### src/rtl/cnn_pkg.sv
// Shared definitions for the CNN datapath blocks (convolver, pooling, later stages).
package cnn_pkg;

  // Default data width for feature-map samples.
  localparam int DW_DEFAULT = 32;

  // Widest sample the max helper handles. Narrower callers sign-extend into it
  // and truncate the result back.
  localparam int SMAX_W = 64;

  // Signed maximum. A tie returns a, which is equal to b anyway.
  function automatic logic signed [SMAX_W-1:0] smax(
    input logic signed [SMAX_W-1:0] a,
    input logic signed [SMAX_W-1:0] b
  );
    return (a >= b) ? a : b;
  endfunction

  // Output size of a valid (unpadded) convolution: (n-k)/s + 1.
  function automatic int fm_size(input int n, input int k, input int s);
    return (n - k) / s + 1;
  endfunction

endpackage

### src/rtl/pool_line_buffer.sv
// Line buffer for the pooling stage. It holds one horizontal partial maximum per
// window column of the current window row. It has one write port and one
// combinational read port.
module pool_line_buffer
  import cnn_pkg::*;
#(
  parameter int DEPTH = 1,
  parameter int DW    = DW_DEFAULT,
  parameter int AW    = 1
) (
  input  logic                 clk,
  input  logic                 global_rst,
  input  logic                 we,
  input  logic [AW-1:0]        waddr,
  input  logic signed [DW-1:0] wdata,
  input  logic [AW-1:0]        raddr,
  output logic signed [DW-1:0] rdata
);

  // The array spans the full address range, so no select can fall outside it.
  // Only the low DEPTH entries are ever addressed.
  localparam int ENTRIES = 1 << AW;

  logic signed [DW-1:0] mem_q [ENTRIES];

  // Write port. A reset clears every entry.
  // NOTE: this storage is a small register array, not a RAM macro, so it can
  // take a reset. A reset makes a mid-frame restart fully deterministic.
  always_ff @(posedge clk) begin
    if (global_rst) begin
      for (int i = 0; i < ENTRIES; i++) mem_q[i] <= '0;
    end else if (we) begin
      mem_q[waddr] <= wdata;
    end
  end

  // Combinational read, addressed by col/2 of the pixel being accepted.
  assign rdata = mem_q[raddr];

  // Ties DEPTH to the instance for readability. It has no effect on logic.
  localparam int UNUSED_DEPTH_CHECK = DEPTH;

endmodule

### src/rtl/max_pool_stage.sv
// Streaming 2x2 / stride-2 max-pooling stage with an optional ReLU.
// It consumes the raster-ordered convolver stream. It emits one value per
// window, plus an end-of-frame strobe and a framing-error strobe.
module max_pool_stage
  import cnn_pkg::*;
#(
  parameter int M    = 2,           // conv map width = height, even and >= 2
  parameter int DW   = DW_DEFAULT,  // sample width, signed, <= SMAX_W
  parameter int RELU = 1            // 1: clamp negative results to 0
) (
  input  logic                 clk,
  input  logic                 global_rst,
  input  logic                 ce,
  input  logic signed [DW-1:0] conv_op,
  input  logic                 valid_conv,
  input  logic                 end_conv,
  output logic signed [DW-1:0] pool_op,
  output logic                 valid_pool,
  output logic                 end_pool,
  output logic                 frame_err
);

  localparam int CW   = $clog2(M);
  localparam int HALF = M / 2;
  localparam int AW   = (HALF > 1) ? $clog2(HALF) : 1;

  // Position counters and the even-column sample of the current window row.
  logic [CW-1:0]        col_q, col_d;
  logic [CW-1:0]        row_q, row_d;
  logic signed [DW-1:0] hmax_q, hmax_d;

  // Output registers.
  logic signed [DW-1:0] pool_q, pool_d;
  logic                 valid_q, valid_d;
  logic                 end_q, end_d;
  logic                 err_q, err_d;

  // Datapath nets.
  logic                 accept;
  logic                 col_last, row_last, at_last;
  logic signed [DW-1:0] h, pooled, pooled_act;
  logic signed [DW-1:0] lb_rdata;
  logic [AW-1:0]        lb_idx;
  logic                 lb_we;

  assign accept   = ce & valid_conv;
  assign col_last = (col_q == CW'(M - 1));
  assign row_last = (row_q == CW'(M - 1));
  assign at_last  = col_last & row_last;
  assign lb_idx   = AW'(col_q >> 1);

  // Horizontal max of the pixel pair, then vertical max against the stored top row.
  assign h          = DW'(smax(SMAX_W'(hmax_q), SMAX_W'(conv_op)));
  assign pooled     = DW'(smax(SMAX_W'(lb_rdata), SMAX_W'(h)));
  assign pooled_act = (RELU != 0 && pooled[DW-1]) ? '0 : pooled;

  pool_line_buffer #(
    .DEPTH (HALF),
    .DW    (DW),
    .AW    (AW)
  ) u_line_buffer (
    .clk        (clk),
    .global_rst (global_rst),
    .we         (lb_we),
    .waddr      (lb_idx),
    .wdata      (h),
    .raddr      (lb_idx),
    .rdata      (lb_rdata)
  );

  // Next-state logic: counters, horizontal max, line-buffer write and output strobes.
  // NOTE: every signal gets a default before any branch. A branch that leaves
  // a signal unassigned would otherwise infer a latch.
  always_comb begin
    col_d   = col_q;
    row_d   = row_q;
    hmax_d  = hmax_q;
    pool_d  = pool_q;
    valid_d = 1'b0;
    end_d   = 1'b0;
    err_d   = 1'b0;
    lb_we   = 1'b0;

    if (accept) begin
      if (end_conv && !at_last) begin
        // The frame ended early. Drop this pixel and restart at (0,0). Every
        // line-buffer entry is rewritten before it is next read.
        err_d  = 1'b1;
        col_d  = '0;
        row_d  = '0;
        hmax_d = '0;
      end else begin
        if (col_last) begin
          col_d = '0;
          row_d = row_last ? '0 : row_q + 1'b1;
        end else begin
          col_d = col_q + 1'b1;
        end

        if (!col_q[0]) begin
          hmax_d = conv_op;
        end else if (!row_q[0]) begin
          lb_we = 1'b1;
        end else begin
          pool_d  = pooled_act;
          valid_d = 1'b1;
          end_d   = end_conv;  // only reachable with end_conv at (M-1, M-1)
        end
      end
    end
  end

  // State registers. A synchronous reset takes priority over ce.
  // NOTE: sequential state uses non-blocking assignments only, so every
  // register samples the pre-edge values of the others.
  always_ff @(posedge clk) begin
    if (global_rst) begin
      col_q   <= '0;
      row_q   <= '0;
      hmax_q  <= '0;
      pool_q  <= '0;
      valid_q <= 1'b0;
      end_q   <= 1'b0;
      err_q   <= 1'b0;
    end else begin
      col_q   <= col_d;
      row_q   <= row_d;
      hmax_q  <= hmax_d;
      pool_q  <= pool_d;
      valid_q <= valid_d;
      end_q   <= end_d;
      err_q   <= err_d;
    end
  end

  assign pool_op    = pool_q;
  assign valid_pool = valid_q;
  assign end_pool   = end_q;
  assign frame_err  = err_q;

endmodule

### config.mk
export PLATFORM = sky130hd
export DESIGN_NAME = max_pool_stage
export DESIGN_NICKNAME = d
export VERILOG_FILES = /design/src/rtl/cnn_pkg.sv /design/src/rtl/pool_line_buffer.sv /design/src/rtl/max_pool_stage.sv
export SDC_FILE = /design/constraint.sdc
export NUM_CORES = 1
export LEC_CHECK = 0
export CAP_MARGIN = 20
export CORE_MARGIN = 2
export CORE_UTILIZATION = 62
export DETAILED_ROUTE_END_ITERATION = 10
export PLACE_DENSITY = 0.88
export REMOVE_ABC_BUFFERS = 1
export SYNTH_ARGS = -nofsm -noshare
export SYNTH_HDL_FRONTEND = slang
export SYNTH_SLANG_ARGS = --single-unit
### constraint.sdc
create_clock -name clk -period 18.1 [get_ports clk]
set_input_delay 4.525 -clock clk [delete_from_list [all_inputs] [get_ports clk]]
set_output_delay 4.525 -clock clk [all_outputs]
set_load 0.1 [all_outputs]
[Word level (Yosys, flattened, before mapping)]
Memory sizes are Yosys's and may differ from the RTL's.
Cells that the tools add are included.
W data, S select, Z words.
Storage, ports and cells
  register bits after elaboration: 69
  latch bits: 0
  bits in writable memories: 64
  ROM bits: 0
  bits of input ports: 37
  output and inout bits: 35
  logic and storage cells: 51
  memories kept: 1
Cells by class
  add/sub/neg operators: 2
  multiply operators: 0
  divide/modulo/power cells: 0
  order comparisons: 2
  equal/unequal tests: 1
  shifts and indexed selects: 0
  multiplexer cells: 22
  bitwise gates (word level): 7
  reductions and logical operators: 9
Memory list
  u_line_buffer.mem_q: words 2, width 32, read ports 1, clocked after Yosys merged registers in 0, wr ports 2, RTL line pool_line_buffer.sv:24  | logic signed [DW-1:0] mem_q [ENTRIES];
Operator list (count)
  $mux W32: 5
  $ge A32 B32 Y1: 2
  $mux W31: 1
  $mux W1: 16
  $reduce_or A5 Y1: 1
  $not A1 Y1: 4
  $reduce_and A2 Y1: 2
  $reduce_and A4 Y1: 1
  $reduce_or A4 Y1: 1
  $add A1 B1 Y1 const B: 2
  $and A1 B1 Y1: 2
  $ne A2 B1 Y1 const B: 1
  $reduce_bool A2 Y1: 1
  $reduce_or A2 Y1: 1
  $logic_and A1 B1 Y1: 1
  $logic_not A1 Y1: 1
  $or A1 B1 Y1: 1

[Logic depth before layout (Yosys ltp)]
  depth after elaboration: 9
  depth in mapped cells: 18

[By module]
From an unflattened synthesis, not the netlist that was laid out.
Second synthesis, totals
  cells, all modules: 812
  area total of the unflattened synthesis: 8137.8 µm²
By module, submodules not included
  max_pool_stage: instances 1, cells each 634, area each 5321.4 µm², seq. area each 1361.3 µm²
  pool_line_buffer: instances 1, cells each 178, area each 2816.5 µm², seq. area each 1921.8 µm²

[Worst setup path before layout]
No wires, ideal clock.
  kind: input to register
  from: in conv_op[14]
  to: reg pool_q[16], in the netlist pool_op[16]
  data arrival time: 8.795 ns
  required time: 18.016 ns
  slack: 9.220 ns
  stages on the path: 18
  buffers on the path: 2
  cell sequence: inv_1 ha_1 nand4_1 or4_1 o32a_1 a211oi_4 o31ai_4 buf_6 and2_4 ha_1 nand4_1 nor4_1 nor3b_1 o31ai_1 a311oi_1 clkbuf_1 a32oi_1 o31ai_2
On the way
  longest elaborated chain between the ends: 5
Ends and longest elaborated chain
  start: declaration: RTL line max_pool_stage.sv:14  | input logic signed [DW-1:0] conv_op,
  $ge A32 B32 Y1: RTL line cnn_pkg.sv:16  | return (a >= b) ? a : b;
  $mux W32 *: RTL line cnn_pkg.sv:16
  $ge A32 B32 Y1: RTL line cnn_pkg.sv:16
  $mux W32 *: RTL line cnn_pkg.sv:16
  $mux W31 *: RTL line max_pool_stage.sv:55  | assign pooled_act = (RELU != 0 && pooled[DW-1]) ? '0 : pooled;
  end signal: assignment: RTL line max_pool_stage.sv:129  | pool_q <= pool_d;
  end: declaration: RTL line max_pool_stage.sv:33  | logic signed [DW-1:0] pool_q, pool_d;
Mark *: on every way between the ends. The rest lies on a longest branch, timed or not.
A chain may end at the register's enable or synchronous reset.

[Worst setup path after layout]
  from: in conv_op[0]
  to: reg pool_q[4], in the netlist pool_op[4]
Same word-level chain as after synthesis.

==> metrics <==
vias in the first global route 5835; detailed router's first-iteration violation count 574; register area share after synthesis between 30% and 40%; power per cell area 70.6 mW/mm²; sequential cell area 0.00232 mm²; GPL Wtd Cong 0.805; slew margin rel. between 20% and 30%; Synth Area in Adders 12.0%; critical path class primary input to flip-flop; RSZ-0062 raised after global routing false; GRT Overall Usage 31.8%; Hold WS 0.481 ns; clock buffer count from CTS 9; Die Y between 100 and 150 µm; core box area 0.0104 mm²; main combinational cell family by area after synthesis compound AO/OA/AOI/OAI gates; DRC Markers 0; Core Rows 37; Leakage 2.83 nW; Worst-Margin Slew 1.15 ns; WL final 18.2 mm; Max-Cap Viols 0; register clock-pin slew on the reported worst setup and hold paths 0.09 ns; number of diodes 0; EDFF count, synth 32; IO Count 72; NumNets Final 811; synthesized area 0.00670 mm²; WL/cell between 20 and 25 µm; Async S/R FF share, synth 0%; router iterations before antenna repair 6; clk root buf clkbuf_8; Clock Sink Count 100; GR Overflow Total 0; outcome finished, final reports clean; synth unique cells just under 60; endpoint class of the critical path flip-flop; total chip power 0.000541 W; Hold WC Path Type flip-flop to flip-flop; CTS tree yes; syn_area_per_cell ~10 µm²; DR vias/cell roughly 6.7; number of synthesized register bits 100; post-CTS setup buffer count 0; Synth warnings 0; CP Launch Type primary input; WP data arrival 11.63 ns; Syn Inst Count 663; final period utilization 62.6%; fin. max-slew vios 0; CTS H-Tree Depth 3; crit path time final 11.33 ns; area of the multi-input gates between 0.003 and 0.004 mm²; Die Area around 0.012 mm²; Resize count post-CTS 0; final setup fails 0; # port buffers 70; Hold Vio Cnt, Final 0; total number of vias 5740; Post-CTS Hold Buffers 0; most frequent cells in the layout 72 x nor2_1, 70 x clkdlybuf4s50_1, 68 x dfxtp_1; ys flop type dfxtp_1; initial antenna violation count 0; Starting Density roughly 64%; compound-cell area share of the yosys netlist 36.0%; Critical Path RT 18.40 ns; xor/xnor cell area share of the yosys netlist 0%; flop-to-flop setup slack between 10 and 15 ns; HPWL Detailed 12.2 mm; setup TNS 0 ns; mux contribution to synthesized area 0%; simple-gate share of the synthesized area ~11%; layout cells sized above 1 between 20% and 30%; # fillers 747; leading cell type in the layout, fill and taps excluded nor2_1; Max Fclk roughly 0.09 GHz; CTS Buffer Depth 2; first-pass GRT wire length 29.0 mm; crit-path max FO 34; Area growth syn-to-layout 14.4%; Skew-Pair Late Insertion Delay 0.38 ns; ANT nets after route 0; pin count of the biggest net entering global routing 39; clk_skew 0.0121 ns; die width 108 µm; maximum vdd drop 0.0467 mV
## critical path, stage by stage
cell,delay [ns]
clkdlybuf4s50_1,0.60
ha_1,0.27
nand2b_1,0.18
a2111oi_0,1.03
o32a_1,0.42
a211oi_4,0.11
buf_4,0.33
nor3_4,0.24
buf_4,0.49
a21oi_2,0.15
ha_1,0.35
nand4_1,0.17
nor4_1,0.33
nor3b_1,0.43
o31ai_1,0.29
a311oi_4,0.86
buf_4,0.38
a32oi_1,0.13
o31ai_2,0.27
## metal layers
| layer | global-route usage, % | share of wire (%) | wire, µm |
|---|---|---|---|
| met1 | 39.8 | 39 | 7180 |
| met2 | 53.4 | 49 | 8920 |
| met3 | 6.51 | 8.7 | 1580 |
| met4 | 13.7 | 2.9 | 528 |
| met5 | 0 | 0 | 0 |
## where the power goes
group	internal, W	switching, W
clock	0.0000812	0.0000788
combinational	0.0000509	0.0000900
sequential	0.000236	0.00000431
## stage by stage
| step | cells | setup WS [ns] | utilization, % | area [µm²] |
|---|---|---|---|---|
| 2_1_floorplan | 613 | 5.67 | - | 6400 |
| 3_3_place_gp | 834 | 6.87 | 71.3 | 7430 |
| 3_5_place_dp | 835 | 6.68 | 71.5 | 7440 |
| 4_1_cts | 851 | 6.98 | 73.6 | 7660 |
| 5_1_grt | 851 | 6.58 | 73.6 | 7660 |
| 6_report | 851 | 6.77 | 73.6 | 7660 |
## registers in the layout, summed over array words and instances (netlist names)
| name | count |
|---|---|
| end_pool | 1 |
| hmax_q | 32 |
| frame_err | 1 |
| u_line_buffer.mem_q | 32 |
| row_last | 1 |
| col_last | 1 |
| valid_pool | 1 |
| pool_op | 31 |
## final timing paths
kind / from / endpoint / depth (start not counted)
setup reg to reg: hmax_q[0] / pool_op[4] / 19
setup / recovery: conv_op[0] / pool_op[4] / 19
hold / removal: pool_op[12] / pool_op[12] / 2
hold reg to reg: pool_op[12] / pool_op[12] / 2
## cell usage after synthesis (all sizes together), types with 27 or more instances
master	n	area [µm²]
nand2	51	191
edfxtp	32	961
o31ai	33	412
inv	36	135
a22oi	32	240
a21oi	59	419
ha	64	801
nor2	73	274
dfxtp	68	1360
a32oi	31	272
a211oi	32	403
clkbuf	27	109
o31a	30	428
## final cells by class
class                           count  share of cell area, %
Clock buffer                       15                   2.47
Clock inverter                      1                  0.392
Inverter                           36                   1.76
Multi-Input combinational cell    477                   52.0
Sequential cell                   100                   30.3
Tap cell                          136                   2.22
Timing Repair Buffer               86                   10.8
## cell families after synthesis
kind of cell	count (synthesis)
adders and majority gates	64
AOI/OAI and AO/OA	250
buffers and inverters	86
other	1
and+or+nand+nor	162
DFF	100
(Power assumes the default switching activity.)
